--- config.mk ---
export PLATFORM = sky130hd
export DESIGN_NAME = ro_sensor_hub_flat
export DESIGN_NICKNAME = d
export VERILOG_FILES = /design/src/rtl/ro_sensor_hub_pkg.sv /design/src/rtl/ro_sensor_hub_if.sv /design/src/rtl/ro_gate_counter.sv /design/src/rtl/ro_sensor_hub.sv /design/src/flat_wrapper.sv
export SDC_FILE = /design/constraint.sdc
export NUM_CORES = 1
export LEC_CHECK = 0
export CORE_MARGIN = 2
export CORE_UTILIZATION = 64
export CTS_CLUSTER_SIZE = 25
export DETAILED_ROUTE_END_ITERATION = 10
export PLACE_DENSITY_LB_ADDON = 0.12
export SLEW_MARGIN = 30
export SYNTH_ARGS = -nofsm -noshare
export SYNTH_HDL_FRONTEND = slang
export SYNTH_SLANG_ARGS = --single-unit
--- constraint.sdc ---
create_clock -name clk -period 6.9 [get_ports clk]
set_input_delay 1.38 -clock clk [delete_from_list [all_inputs] [get_ports clk]]
set_output_delay 1.38 -clock clk [all_outputs]
set_load 0.005 [all_outputs]
--- src/rtl/ro_sensor_hub_pkg.sv ---
// Shared opcodes, frame constants and FSM state encoding for ro_sensor_hub.
// RO_SENSOR_CHECKSUM_EN adds the checksum state to the encoding.
package ro_sensor_pkg;

  localparam logic [7:0] CMD_CH_BASE = 8'h30;
  localparam logic [7:0] CMD_ALL     = 8'h41;
  localparam logic [7:0] FRAME_HDR   = 8'hA5;

  typedef enum logic [3:0] {
    ST_IDLE,
    ST_SETTLE,
    ST_GATE,
    ST_ACCUM,
    ST_SEND_HDR,
    ST_SEND_ID,
    ST_SEND_DATA,
`ifdef RO_SENSOR_CHECKSUM_EN
    ST_SEND_CSUM,
`endif
    ST_TX_WAIT,
    ST_NEXT
  } state_e;

  function automatic int result_bytes(input int cnt_w);
    return (cnt_w + 7) / 8;
  endfunction

endpackage

--- src/rtl/ro_sensor_hub_if.sv ---
// UART-side command/transmit bundle; master is the hub, slave is the UART.
interface ro_sensor_hub_if;
  logic       rx_ready;
  logic [7:0] rx_data;
  logic       tx_busy;
  logic       tx_start;
  logic [7:0] tx_data;

  modport master (input rx_ready, rx_data, tx_busy, output tx_start, tx_data);
  modport slave  (output rx_ready, rx_data, tx_busy, input tx_start, tx_data);
endinterface

--- src/rtl/ro_gate_counter.sv ---
// Synchronises one oscillator, detects rising edges and counts them while
// gated, saturating at all-ones.
module ro_gate_counter #(
  parameter int CNT_W = 16
) (
  input  logic             clk,
  input  logic             reset,
  input  logic             i_ro,
  input  logic             i_clr,
  input  logic             i_gate,
  output logic [CNT_W-1:0] o_cnt
);

  // [0],[1] synchroniser stages, [2] previous value for edge detection
  logic [2:0]       r_sync;
  logic [CNT_W-1:0] r_cnt;
  logic             w_rise;

  assign w_rise = r_sync[1] & ~r_sync[2];
  assign o_cnt  = r_cnt;

  always_ff @(posedge clk) begin
    if (reset) begin
      r_sync <= '0;
      r_cnt  <= '0;
    end else begin
      r_sync <= {r_sync[1:0], i_ro};
      if (i_clr)
        r_cnt <= '0;
      else if (i_gate && w_rise && (r_cnt != '1))
        r_cnt <= r_cnt + 1'b1;
    end
  end

endmodule

--- src/rtl/ro_sensor_hub.sv ---
// Ring-oscillator readout: measures one or all channels on a UART command and
// streams averaged counts as frames. RO_SENSOR_CHECKSUM_EN appends an XOR byte.
module ro_sensor_hub
  import ro_sensor_pkg::*;
#(
  parameter int N_CH          = 4,
  parameter int CNT_W         = 16,
  parameter int GATE_CYCLES   = 1000,
  parameter int AVG_LOG2      = 2,
  parameter int SETTLE_CYCLES = 4
) (
  input  logic              clk,
  input  logic              reset,
  input  logic [N_CH-1:0]   ro_in,
  output logic [N_CH-1:0]   ro_en,
  output logic              busy,
  ro_sensor_hub_if.master   uart
);

  localparam int ACC_W   = CNT_W + AVG_LOG2;
  localparam int NBYTES  = result_bytes(CNT_W);
  localparam int CH_W    = (N_CH > 1) ? $clog2(N_CH) : 1;
  localparam int WIN_W   = AVG_LOG2 + 1;
  localparam int TMR_MAX = (GATE_CYCLES > SETTLE_CYCLES) ? GATE_CYCLES : SETTLE_CYCLES;
  localparam int TMR_W   = $clog2(TMR_MAX + 1);

  state_e             r_state, r_ret, w_next, w_ret;
  logic [CH_W-1:0]    r_ch, w_cmd_ch;
  logic               r_all, r_busy, r_tx_start, r_wait_first;
  logic [TMR_W-1:0]   r_tmr;
  logic [WIN_W-1:0]   r_win;
  logic [ACC_W-1:0]   r_acc;
  logic [1:0]         r_bidx;
  logic [7:0]         r_tx_data, r_csum;
  logic [7:0]         w_cmd_off, w_byte, w_res_byte;
  logic               w_cmd_is_ch, w_cmd_all, w_cmd_ok, w_issue, w_meas, w_clr;
  logic [CNT_W-1:0]   w_cnt, w_result;

  assign w_cmd_off   = uart.rx_data - CMD_CH_BASE;
  assign w_cmd_is_ch = (uart.rx_data >= CMD_CH_BASE) && (w_cmd_off < 8'(N_CH));
  assign w_cmd_all   = (uart.rx_data == CMD_ALL);
  assign w_cmd_ok    = w_cmd_is_ch || w_cmd_all;
  assign w_cmd_ch    = CH_W'(w_cmd_off);

  assign w_result   = CNT_W'(r_acc >> AVG_LOG2);
  assign w_res_byte = 8'(w_result >> {r_bidx, 3'b000});

  assign w_meas = (r_state == ST_SETTLE) || (r_state == ST_GATE) || (r_state == ST_ACCUM);
  assign w_clr  = (w_next == ST_GATE) && (r_state != ST_GATE);

  assign ro_en         = w_meas ? (N_CH'(1) << r_ch) : '0;
  assign busy          = r_busy;
  assign uart.tx_start = r_tx_start;
  assign uart.tx_data  = r_tx_data;

  ro_gate_counter #(.CNT_W(CNT_W)) u_cnt (
    .clk    (clk),
    .reset  (reset),
    .i_ro   (ro_in[r_ch]),
    .i_clr  (w_clr),
    .i_gate (r_state == ST_GATE),
    .o_cnt  (w_cnt)
  );

  always_comb begin
    w_next  = r_state;
    w_ret   = r_ret;
    w_issue = 1'b0;
    w_byte  = 8'h00;
    case (r_state)
      ST_IDLE:   if (uart.rx_ready && w_cmd_ok) w_next = ST_SETTLE;
      ST_SETTLE: if (r_tmr == TMR_W'(SETTLE_CYCLES - 1)) w_next = ST_GATE;
      ST_GATE:   if (r_tmr == TMR_W'(GATE_CYCLES - 1)) w_next = ST_ACCUM;
      ST_ACCUM:  w_next = (r_win == WIN_W'((1 << AVG_LOG2) - 1)) ? ST_SEND_HDR : ST_GATE;
      ST_SEND_HDR: begin
        w_byte = FRAME_HDR;
        w_ret  = ST_SEND_ID;
      end
      ST_SEND_ID: begin
        w_byte = 8'(r_ch);
        w_ret  = ST_SEND_DATA;
      end
      ST_SEND_DATA: begin
        w_byte = w_res_byte;
`ifdef RO_SENSOR_CHECKSUM_EN
        w_ret  = (r_bidx == 2'(NBYTES - 1)) ? ST_SEND_CSUM : ST_SEND_DATA;
`else
        w_ret  = (r_bidx == 2'(NBYTES - 1)) ? ST_NEXT : ST_SEND_DATA;
`endif
      end
`ifdef RO_SENSOR_CHECKSUM_EN
      ST_SEND_CSUM: begin
        w_byte = r_csum;
        w_ret  = ST_NEXT;
      end
`endif
      // first cycle after tx_start gives the UART time to raise tx_busy
      ST_TX_WAIT: if (!r_wait_first && !uart.tx_busy) w_next = r_ret;
      ST_NEXT:    w_next = (r_all && (r_ch != CH_W'(N_CH - 1))) ? ST_SETTLE : ST_IDLE;
      default:    w_next = ST_IDLE;
    endcase
    if ((r_state == ST_SEND_HDR) || (r_state == ST_SEND_ID) ||
`ifdef RO_SENSOR_CHECKSUM_EN
        (r_state == ST_SEND_CSUM) ||
`endif
        (r_state == ST_SEND_DATA)) begin
      if (!uart.tx_busy) begin
        w_issue = 1'b1;
        w_next  = ST_TX_WAIT;
      end else begin
        w_ret = r_ret;
      end
    end
  end

  always_ff @(posedge clk) begin
    if (reset) begin
      r_state      <= ST_IDLE;
      r_ret        <= ST_IDLE;
      r_ch         <= '0;
      r_all        <= 1'b0;
      r_busy       <= 1'b0;
      r_tmr        <= '0;
      r_win        <= '0;
      r_acc        <= '0;
      r_bidx       <= '0;
      r_tx_start   <= 1'b0;
      r_tx_data    <= '0;
      r_wait_first <= 1'b0;
      r_csum       <= '0;
    end else begin
      r_state      <= w_next;
      r_ret        <= w_ret;
      r_busy       <= (w_next != ST_IDLE);
      r_tmr        <= (w_next != r_state) ? '0 : r_tmr + 1'b1;
      r_tx_start   <= w_issue;
      r_wait_first <= w_issue;
      if ((r_state == ST_IDLE) && (w_next == ST_SETTLE)) begin
        r_all <= w_cmd_all;
        r_ch  <= w_cmd_all ? '0 : w_cmd_ch;
      end else if ((r_state == ST_NEXT) && (w_next == ST_SETTLE)) begin
        r_ch <= r_ch + 1'b1;
      end
      if ((w_next == ST_SETTLE) && (r_state != ST_SETTLE)) begin
        r_acc <= '0;
        r_win <= '0;
      end else if (r_state == ST_ACCUM) begin
        r_acc <= r_acc + ACC_W'(w_cnt);
        r_win <= r_win + 1'b1;
      end
      if (w_issue) begin
        r_tx_data <= w_byte;
        r_csum    <= (r_state == ST_SEND_HDR) ? w_byte : (r_csum ^ w_byte);
        if (r_state == ST_SEND_ID)
          r_bidx <= '0;
        else if (r_state == ST_SEND_DATA)
          r_bidx <= r_bidx + 1'b1;
      end
    end
  end

endmodule

--- src/flat_wrapper.sv ---
// flat-port wrapper written by rule: the top's interface ports become plain ports
module ro_sensor_hub_flat import ro_sensor_pkg::*;
#(
  parameter int N_CH          = 4,
  parameter int CNT_W         = 16,
  parameter int GATE_CYCLES   = 1000,
  parameter int AVG_LOG2      = 2,
  parameter int SETTLE_CYCLES = 4
)
  (clk, reset, ro_in, ro_en, busy, uart_rx_ready, uart_rx_data, uart_tx_busy, uart_tx_start, uart_tx_data);
  ro_sensor_hub_if uart_i ();
  input  logic clk;
  input  logic reset;
  input  logic [N_CH-1:0] ro_in;
  output logic [N_CH-1:0] ro_en;
  output logic busy;
  input wire logic [$bits(uart_i.rx_ready)-1:0] uart_rx_ready;
  input wire logic [$bits(uart_i.rx_data)-1:0] uart_rx_data;
  input wire logic [$bits(uart_i.tx_busy)-1:0] uart_tx_busy;
  output wire logic [$bits(uart_i.tx_start)-1:0] uart_tx_start;
  output wire logic [$bits(uart_i.tx_data)-1:0] uart_tx_data;
  assign uart_i.rx_ready = uart_rx_ready;
  assign uart_i.rx_data = uart_rx_data;
  assign uart_i.tx_busy = uart_tx_busy;
  assign uart_tx_start = uart_i.tx_start;
  assign uart_tx_data = uart_i.tx_data;
  ro_sensor_hub #(.N_CH(N_CH), .CNT_W(CNT_W), .GATE_CYCLES(GATE_CYCLES), .AVG_LOG2(AVG_LOG2), .SETTLE_CYCLES(SETTLE_CYCLES)) u_core (.clk(clk), .reset(reset), .ro_in(ro_in), .ro_en(ro_en), .busy(busy), .uart(uart_i));
endmodule
==> out/results.ini, run 1 <==
[run_status]
status=complete, no violations

[layout]
diodes=0
syn_to_final_growth_pct=12.3
final_util_pct=74.2
fill_cells=494
fin_nets=568
final_cell_mix=76 x nor2_1, 73 x dfxtp_1, 38 x nand2_1, 30 x a21oi_1, 29 x clkdlybuf4s50_1
final_common_cell=nor2_1
drive_gt1_share_pct=7.18

[timing]
fin_tns_setup_ns=0
max_freq_mhz=266
skew_ns=0.00660
slew_violations=0
slew_headroom_pct=44.9
tightest_slew_ns=0.806
hold_viol=0
rsz0062_at_grt=false
fin_crit_sh_pct=54.5
setup_violations=0
min_period_ns=3.76

[critical_path]
worst-path-buf-inv=1
critPathMaxStageDelay_ns=0.74
reg2reg_slack_ns=4.02
crit_chain=nor2_1, nor3_1, and2_1, clkdlybuf4s50_1
required_ns=5.52
path_delay_family=simple AND/OR/NAND/NOR gates
worst_r2r_startpoint=u_core.u_cnt.o_cnt[0]$_SDFFE_PP0P_
worstSetupEndpointType=output pin
path_max_fanout=20
startpoint_type=flip-flop
cp_data_arrival_time_ns=2.38
worstReg2RegEnd=u_core.r_acc[14]$_SDFFE_PP0N_
reg2regPathDepth=8
slowest_stage=dfxtp_1
worstSetupPathType=flip-flop to output pin

[synth]
ys_async_sr_fraction_pct=0
synth-simple-area-share_pct=24.8
synthAdderAreaFrac_pct=7.93
synth_compound_area_share_pct=20.1
syn_area_per_cell_um2=8.41
synth_ff_type=dfxtp_1
synthesis.area_um2=4200
syn-num-nets=541
synth_mux_area_share_pct=2.65
synthCells=499
synth-xor-area-share_pct=6.47
synth_seq_cells=73
synth_edf_count=0
synth_top_family_by_area=simple AND/OR/NAND/NOR gates
ys_seq_area_share_pct=34.8
ys_warn_count=0
synth.distinct_cells=69

[pwr]
ir_drop_v=0.000104
powerDensity_nw_per_um2=155
power_mw=0.731
p_leak_nw=1.66

[clock_tree]
cts_resized=0
cts_tree=yes
hold_buffers=0
cts.sinks=73
cts_root_buffer=clkbuf_8
clock_path_buffers=2
cts_setup_buffers=0
clock_latency_ns=0.35
clk_pin_slew_ns=0.07
h-tree-depth=3
numCtsBuffers=9

[global_route]
grt_max_degree=29
grt_pass1_vias=3605
grt_remaining_overflow=0
grt_pass1_wl_um=16900
antenna_found_initial=0
grt.total_usage_pct=29.3

[floorplanning]
ios=30
rows=29
die-width_um=85.0
dieArea_um2=7220
start_util_pct=66.1
core_um2=6350
fp.dieH_um=85.0

[routing]
antenna_left=0
post_drt_wl_per_cell_um=16.4
drt_pre_antenna_iters=5
drc=0
first_iter_violations=149
vias=3746
wirelength_um=9960
viasPerCell=6.18

[placement]
io_buffers=29
hpwlAfterDp_um=7330
gp_congestion=0.906

[run]
max_cap_viol_count=0

[hold_path]
min_path_type=flip-flop to flip-flop
hold_path_end=u_core.r_tmr[0]$_SDFF_PP0_
hold_depth=1
worstHoldStart=u_core.r_tmr[0]$_SDFF_PP0_

==> layout make-up <==
| cell class | instances | area [um2] | area share, % |
|---|---|---|---|
| Clock buffer | 10 | 128 | 2.71 |
| Clock inverter | 4 | 22.5 | 0.478 |
| Inverter | 17 | 63.8 | 1.35 |
| Multi-Input combinational cell | 391 | 2610 | 55.5 |
| Sequential cell | 73 | 1460 | 31.0 |
| Tap cell | 77 | 96.3 | 2.04 |
| Timing Repair Buffer | 34 | 328 | 6.96 |
==> registers in the layout (all words and copies together) (netlist names) <==
register and cells:
u_core.r_ret 4, u_core.uart.tx_data 8, u_core.r_tmr 10, u_core.r_win 3
u_core.r_bidx 2, u_core.r_acc 18, u_core.r_ch 2, u_core.busy 1
u_core.r_all 1, u_core.uart.tx_start 1, u_core.u_cnt.r_sync 3, u_core.r_state 4
u_core.u_cnt.o_cnt 16
==> kinds of logic (layout without fill, tap and decap cells) <==
kind of cell             count (synthesis)  after routing
buffers and inverters                   35             65
flip-flops                              73             73
adder cells (fa/ha/maj)                 26             26
AO/OA/AOI/OAI                          119            119
AND/OR/NAND/NOR                        206            206
XOR/XNOR                                31             31
multiplexers                             9              9
==> where the power goes <==
group          internal [mW]  switching [mW]
Sequential             0.424         0.00249
Combinational         0.0137          0.0137
Clock                  0.125           0.153
==> metrics by stage <==
| stage | area (um2) | worst slack [ns] | hold slack, ns | instances |
|---|---|---|---|---|
| 4_1_cts | 4710 | 3.13 | 0.468 | 606 |
| 6_report | 4710 | 3.14 | 0.463 | 606 |
| 3_5_place_dp | 4560 | 3.15 | 0.444 | 592 |
| 3_3_place_gp | 4560 | 3.27 | 0.439 | 592 |
| 2_1_floorplan | 4200 | 4.00 | 0.414 | 499 |
| 5_1_grt | 4710 | 2.93 | 0.478 | 606 |
==> cell usage after synthesis, drive strengths merged (10+ instances only) <==
master | instances | area, um2
nor2 | 77 | 292
ha | 25 | 313
nor3 | 12 | 65.1
clkbuf | 13 | 48.8
a211oi | 10 | 87.6
inv | 17 | 63.8
o21ai | 18 | 90.1
nand3 | 22 | 110
dfxtp | 73 | 1460
a21oi | 30 | 150
a31oi | 10 | 77.6
xor2 | 14 | 123
nand2 | 38 | 143
xnor2 | 17 | 149
==> worst reg2reg max path, cell delays in order, from the launching register on <==
cell       delay (ns)
dfxtp_1          0.40
ha_1             0.19
inv_1            0.05
fa_1             0.40
nand2b_1         0.20
a2111oi_0        0.73
nor3_1           0.24
a2111o_1         0.47
a31oi_1          0.13
==> routing by layer <==
layer	up-vias	routed length (um)	track usage, %
met3	23	404	6.61
li1	1869	-	-
met2	86	4890	48.7
met1	1768	4370	36.0
met5	-	0	0
met4	0	306	14.1
==> how the worst max path moves through the flow <==
| stage | from | end | slack, ns | depth (start not counted) |
|---|---|---|---|---|
| 2_1_floorplan | uart_tx_busy | u_core.u_cnt.o_cnt[0]$_SDFFE_PP0P_ | 4.00 | 7 |
| 3_3_place_gp | uart_tx_busy | u_core.u_cnt.o_cnt[3]$_SDFFE_PP0P_ | 3.27 | 7 |
| 3_5_place_dp | uart_tx_busy | u_core.r_acc[13]$_SDFFE_PP0N_ | 3.15 | 8 |
| 4_1_cts | u_core.r_state[0]$_SDFF_PP0_ | ro_en[3] | 3.13 | 4 |
| 5_1_grt | u_core.r_state[0]$_SDFF_PP0_ | ro_en[3] | 2.93 | 4 |
| 6_report | u_core.r_state[0]$_SDFF_PP0_ | ro_en[3] | 3.14 | 4 |
(Power assumes the default switching activity.)
==> inputs of run 2 (changes only) <==
CORE_UTILIZATION = 53   (was 64)
clock period = 3.3 ns   (was 6.9 ns; I/O delays follow)
==> out/results.ini, run 2 (synthesized netlist as in run 1, its figures left out) <==
[run_status]
status=complete, no violations

[critical_path]
path_max_fanout=20
required_ns=2.64
cp_data_arrival_time_ns=2.28
worstSetupEndpointType=output pin
worstSetupPathType=flip-flop to output pin
startpoint_type=flip-flop

[layout]
drive_gt1_share_pct=7.71
regMostFlops=u_core.r_acc
final_cell_mix=76 x nor2_1, 73 x dfxtp_1, 38 x nand2_1, 30 x a21oi_1, 29 x clkdlybuf4s50_1
diodes=0
fin_nets=569
final_util_pct=62.7
largest_reg_flops=18
syn_to_final_growth_pct=14.9
final_common_cell=nor2_1

[clock_tree]
cts.sinks=73
clock_latency_ns=0.35
clk_pin_slew_ns=0.08
cts_tree=yes
hold_buffers=0
h-tree-depth=3
cts_setup_buffers=0
clock_path_buffers=2
numCtsBuffers=9
cts_resized=0
cts_root_buffer=clkbuf_8

[pwr]
combinationalPowerShare_pct=3.4
swShare_pct=22.6
p_sw_mw=0.392
p_seq_share_pct=51.3
ir_drop_v=0.000242
internal_power_mw=1.34
p_leak_nw=1.68
powerDensity_nw_per_um2=360
pwr-share-clk_pct=45.3

[timing]
slew_violations=0
fin_tns_setup_ns=0
hold_viol=0
max_freq_mhz=340
skew_ns=0.00958
fin_crit_sh_pct=89.1
rsz0062_at_grt=false
min_period_ns=2.94
tightest_slew_ns=0.824
setup_violations=0
slew_headroom_pct=44.7

[global_route]
grt_pass1_vias=3524
grt_pass1_wl_um=16900
grt.total_usage_pct=24.4
grt_max_degree=22
grt_remaining_overflow=0
antenna_found_initial=0

[routing]
post_drt_wl_per_cell_um=15.6
first_iter_violations=124
drt_pre_antenna_iters=4
viasPerCell=5.88
wirelength_um=9880
vias=3728
drc=0
antenna_left=0

[hold_path]
min_path_type=flip-flop to flip-flop

[placement]
gp_congestion=0.933
hpwlAfterDp_um=7310
io_buffers=29

[floorplanning]
core_um2=7690
rows=32
die-width_um=93.0
start_util_pct=54.6
dieArea_um2=8650
ios=30
fp.dieH_um=93.0

[run]
max_cap_viol_count=0

[run 2: changes by cell type in the layout (fill, tap and decap cells not counted), sizes merged]
| cell | before | now |
|---|---|---|
| bufinv | 0 | 2 |
| clkinvlp | 1 | 3 |
| clkinv | 3 | 0 |
| buf | 5 | 6 |
| inv | 17 | 18 |
[run 2: routing by layer]
layer  track usage [%]  part of all wire, %  vias up
li1                  -                    -     1879
met1              31.7                   47     1732
met2              39.6                   46       96
met3              3.55                  4.1       21
met4              12.1                  3.1        0
met5                 0                    0        -
[run 2: worst paths after layout]
kind                                                         start                                end  slack [ns]  cells past startpoint
worst max-delay path                  u_core.r_state[0]$_SDFF_PP0_                           ro_en[2]        0.36                      4
worst min-delay path             u_core.u_cnt.r_sync[1]$_SDFF_PP0_  u_core.u_cnt.r_sync[2]$_SDFF_PP0_        0.46                      1
worst max register to register  u_core.u_cnt.o_cnt[0]$_SDFFE_PP0P_      u_core.r_acc[14]$_SDFFE_PP0N_        0.47                      8
worst min register to register   u_core.u_cnt.r_sync[1]$_SDFF_PP0_  u_core.u_cnt.r_sync[2]$_SDFF_PP0_        0.46                      1
[run 2: cell type report]
| class | instances | area [um2] |
|---|---|---|
| fillers | 707 | 2870 |
| repair buffers | 35 | 335 |
| multi-input cells | 391 | 2610 |
| inverters | 17 | 63.8 |
| clock inverters | 6 | 91.3 |
| clock buffers | 10 | 128 |
| flip-flops and latches | 73 | 1460 |
| well taps | 102 | 128 |
[run 2: power by group through the flow]
| stage | Combinational (mW) | Clock (mW) | Sequential [mW] |
|---|---|---|---|
| 2_1_floorplan | 0.0303 | 0 | 0.910 |
| 3_3_place_gp | 0.0576 | 0 | 0.911 |
| 3_5_place_dp | 0.0593 | 0 | 0.911 |
| 4_1_cts | 0.0598 | 0.800 | 0.890 |
| 5_1_grt | 0.0655 | 0.838 | 0.892 |
| 6_report | 0.0594 | 0.786 | 0.890 |
[run 2: stage by stage]
| step | total power [mW] | hold WS (ns) | cells | setup WS [ns] | cell area [um2] |
|---|---|---|---|---|---|
| global placement | 0.969 | 0.440 | 618 | 0.401 | 4600 |
| CTS | 1.75 | 0.458 | 634 | 0.338 | 4820 |
| floorplan | 0.940 | 0.414 | 499 | 0.952 | 4200 |
| finish | 1.74 | 0.461 | 634 | 0.358 | 4820 |
| global route | 1.79 | 0.468 | 634 | 0.0579 | 4820 |
| detailed placement | 0.971 | 0.450 | 618 | 0.269 | 4600 |
[run 2: critical path, stage by stage (launching register included)]
cell and delay, ns:
dfxtp_1 0.72, nor2_1 0.24, nor3_1 0.31, and2_1 0.17, clkdlybuf4s50_1 0.49
==> inputs of run 3 (changes only) <==
CORE_ASPECT_RATIO = 0.5   (was default)
CTS_CLUSTER_DIAMETER = 80   (was default)
==> out/results.ini, run 3 (synthesized netlist as in run 1, its figures left out) <==
[run_status]
status=complete, no violations

[timing]
min_period_ns=2.92
hold_ws_ns=0.461
rsz0062_at_grt=false
hold_viol=0
tightest_slew_ns=0.646
fin_tns_setup_ns=0
max_freq_mhz=342
skew_ns=0.00420
slew_headroom_pct=56.9
slew_violations=0
setup_violations=0
fin_crit_sh_pct=88.5

[routing]
drt_pre_antenna_iters=5
vias=3667
antenna_left=0
drc=0
post_drt_wl_per_cell_um=15.0
wirelength_um=9680
first_iter_violations=325
viasPerCell=5.69

[placement]
gp_congestion=0.848
hpwlAfterDp_um=7020
io_buffers=29
placed_area_um2=4640

[floorplanning]
ios=30
dieArea_um2=8690
rows=22
start_util_pct=56.0
fp.dieH_um=66.9
die-width_um=130
core_um2=7490

[clock_tree]
cts_tree=yes
cts.sinks=73
cts_setup_buffers=0
h-tree-depth=3
numCtsBuffers=9
clk_pin_slew_ns=0.06
clock_latency_ns=0.34
clock_path_buffers=2
hold_buffers=0
cts_resized=0
cts_root_buffer=clkbuf_16

[hold_path]
hold_depth=2
min_path_type=flip-flop to flip-flop

[layout]
final_cell_mix=76 x nor2_1, 73 x dfxtp_1, 38 x nand2_1, 30 x a21oi_1, 29 x clkdlybuf4s50_1
final_util_pct=65.9
regMostFlops=u_core.r_acc
diodes=0
fin_nets=573
fill_cells=678
drive_gt1_share_pct=8.40
largest_reg_flops=18
fin_area_um2=4940
syn_to_final_growth_pct=17.7
final_common_cell=nor2_1

[critical_path]
startpoint_type=flip-flop
required_ns=2.64
worstSetupPathType=flip-flop to output pin
path_max_fanout=20
cp_data_arrival_time_ns=2.26
worstSetupEndpointType=output pin
reg2regPathDepth=7

[global_route]
grt_remaining_overflow=0
grt_max_degree=22
grt.total_usage_pct=24.2
antenna_found_initial=0
grt_pass1_wl_um=16200
grt_pass1_vias=3406

[pwr]
powerDensity_nw_per_um2=390
p_leak_nw=1.75
ir_drop_v=0.000275
power_mw=1.92

[run]
max_cap_viol_count=0

run 3: cell types whose count changed in the layout (fill, tap and decap cells not counted):
| cell | before | now |
|---|---|---|
| bufinv_16 | 2 | 1 |
| clkinvlp_4 | 3 | 2 |
| clkbuf_8 | 9 | 1 |
| clkinv_2 | 0 | 2 |
| buf_4 | 6 | 10 |
| inv_6 | 1 | 0 |
| clkbuf_16 | 0 | 9 |
run 3: power by group:
part	internal, mW	switching, mW
clock network	0.603	0.369
logic	0.0306	0.0286
registers	0.887	0.00531
total	1.52	0.403
run 3: path summary, 6_finish.rpt:
check	start	end	slack [ns]
setup / recovery	u_core.r_state[0]$_SDFF_PP0_	ro_en[1]	0.38
hold / removal	u_core.r_acc[0]$_SDFFE_PP0N_	u_core.r_acc[0]$_SDFFE_PP0N_	0.46
setup reg to reg	u_core.r_state[0]$_SDFF_PP0_	u_core.r_acc[13]$_SDFFE_PP0N_	0.74
hold reg to reg	u_core.r_acc[0]$_SDFFE_PP0N_	u_core.r_acc[0]$_SDFFE_PP0N_	0.46
run 3: metrics by stage:
stage | std cells | setup slack (ns)
floorplan | 499 | 0.952
global placement | 628 | 0.399
detailed placement | 628 | 0.365
CTS | 644 | 0.364
global route | 644 | 0.187
finish | 644 | 0.380
run 3: metal layers:
layer	track usage, %	wire [um]
met4	7.39	124
met2	40.2	4330
met3	6.67	536
met1	30.9	4690
met5	0	0
run 3: area by class of cell:
| class | count | area, um2 | area share, % |
|---|---|---|---|
| multi-input combinational | 391 | 2610 | 52.9 |
| timing repair buffer | 39 | 365 | 7.40 |
| sequential | 73 | 1460 | 29.6 |
| clock inverter | 5 | 55.1 | 1.12 |
| inverter | 17 | 63.8 | 1.29 |
| tap | 108 | 135 | 2.74 |
| clock buffer | 11 | 243 | 4.92 |
run 3: worst max-delay path, cell delays in order (launching register included):
cell             delay (ns)
dfxtp_1                0.73
nor2_1                 0.08
buf_4                  0.18
nor3_1                 0.26
and2_1                 0.18
clkdlybuf4s50_1        0.49
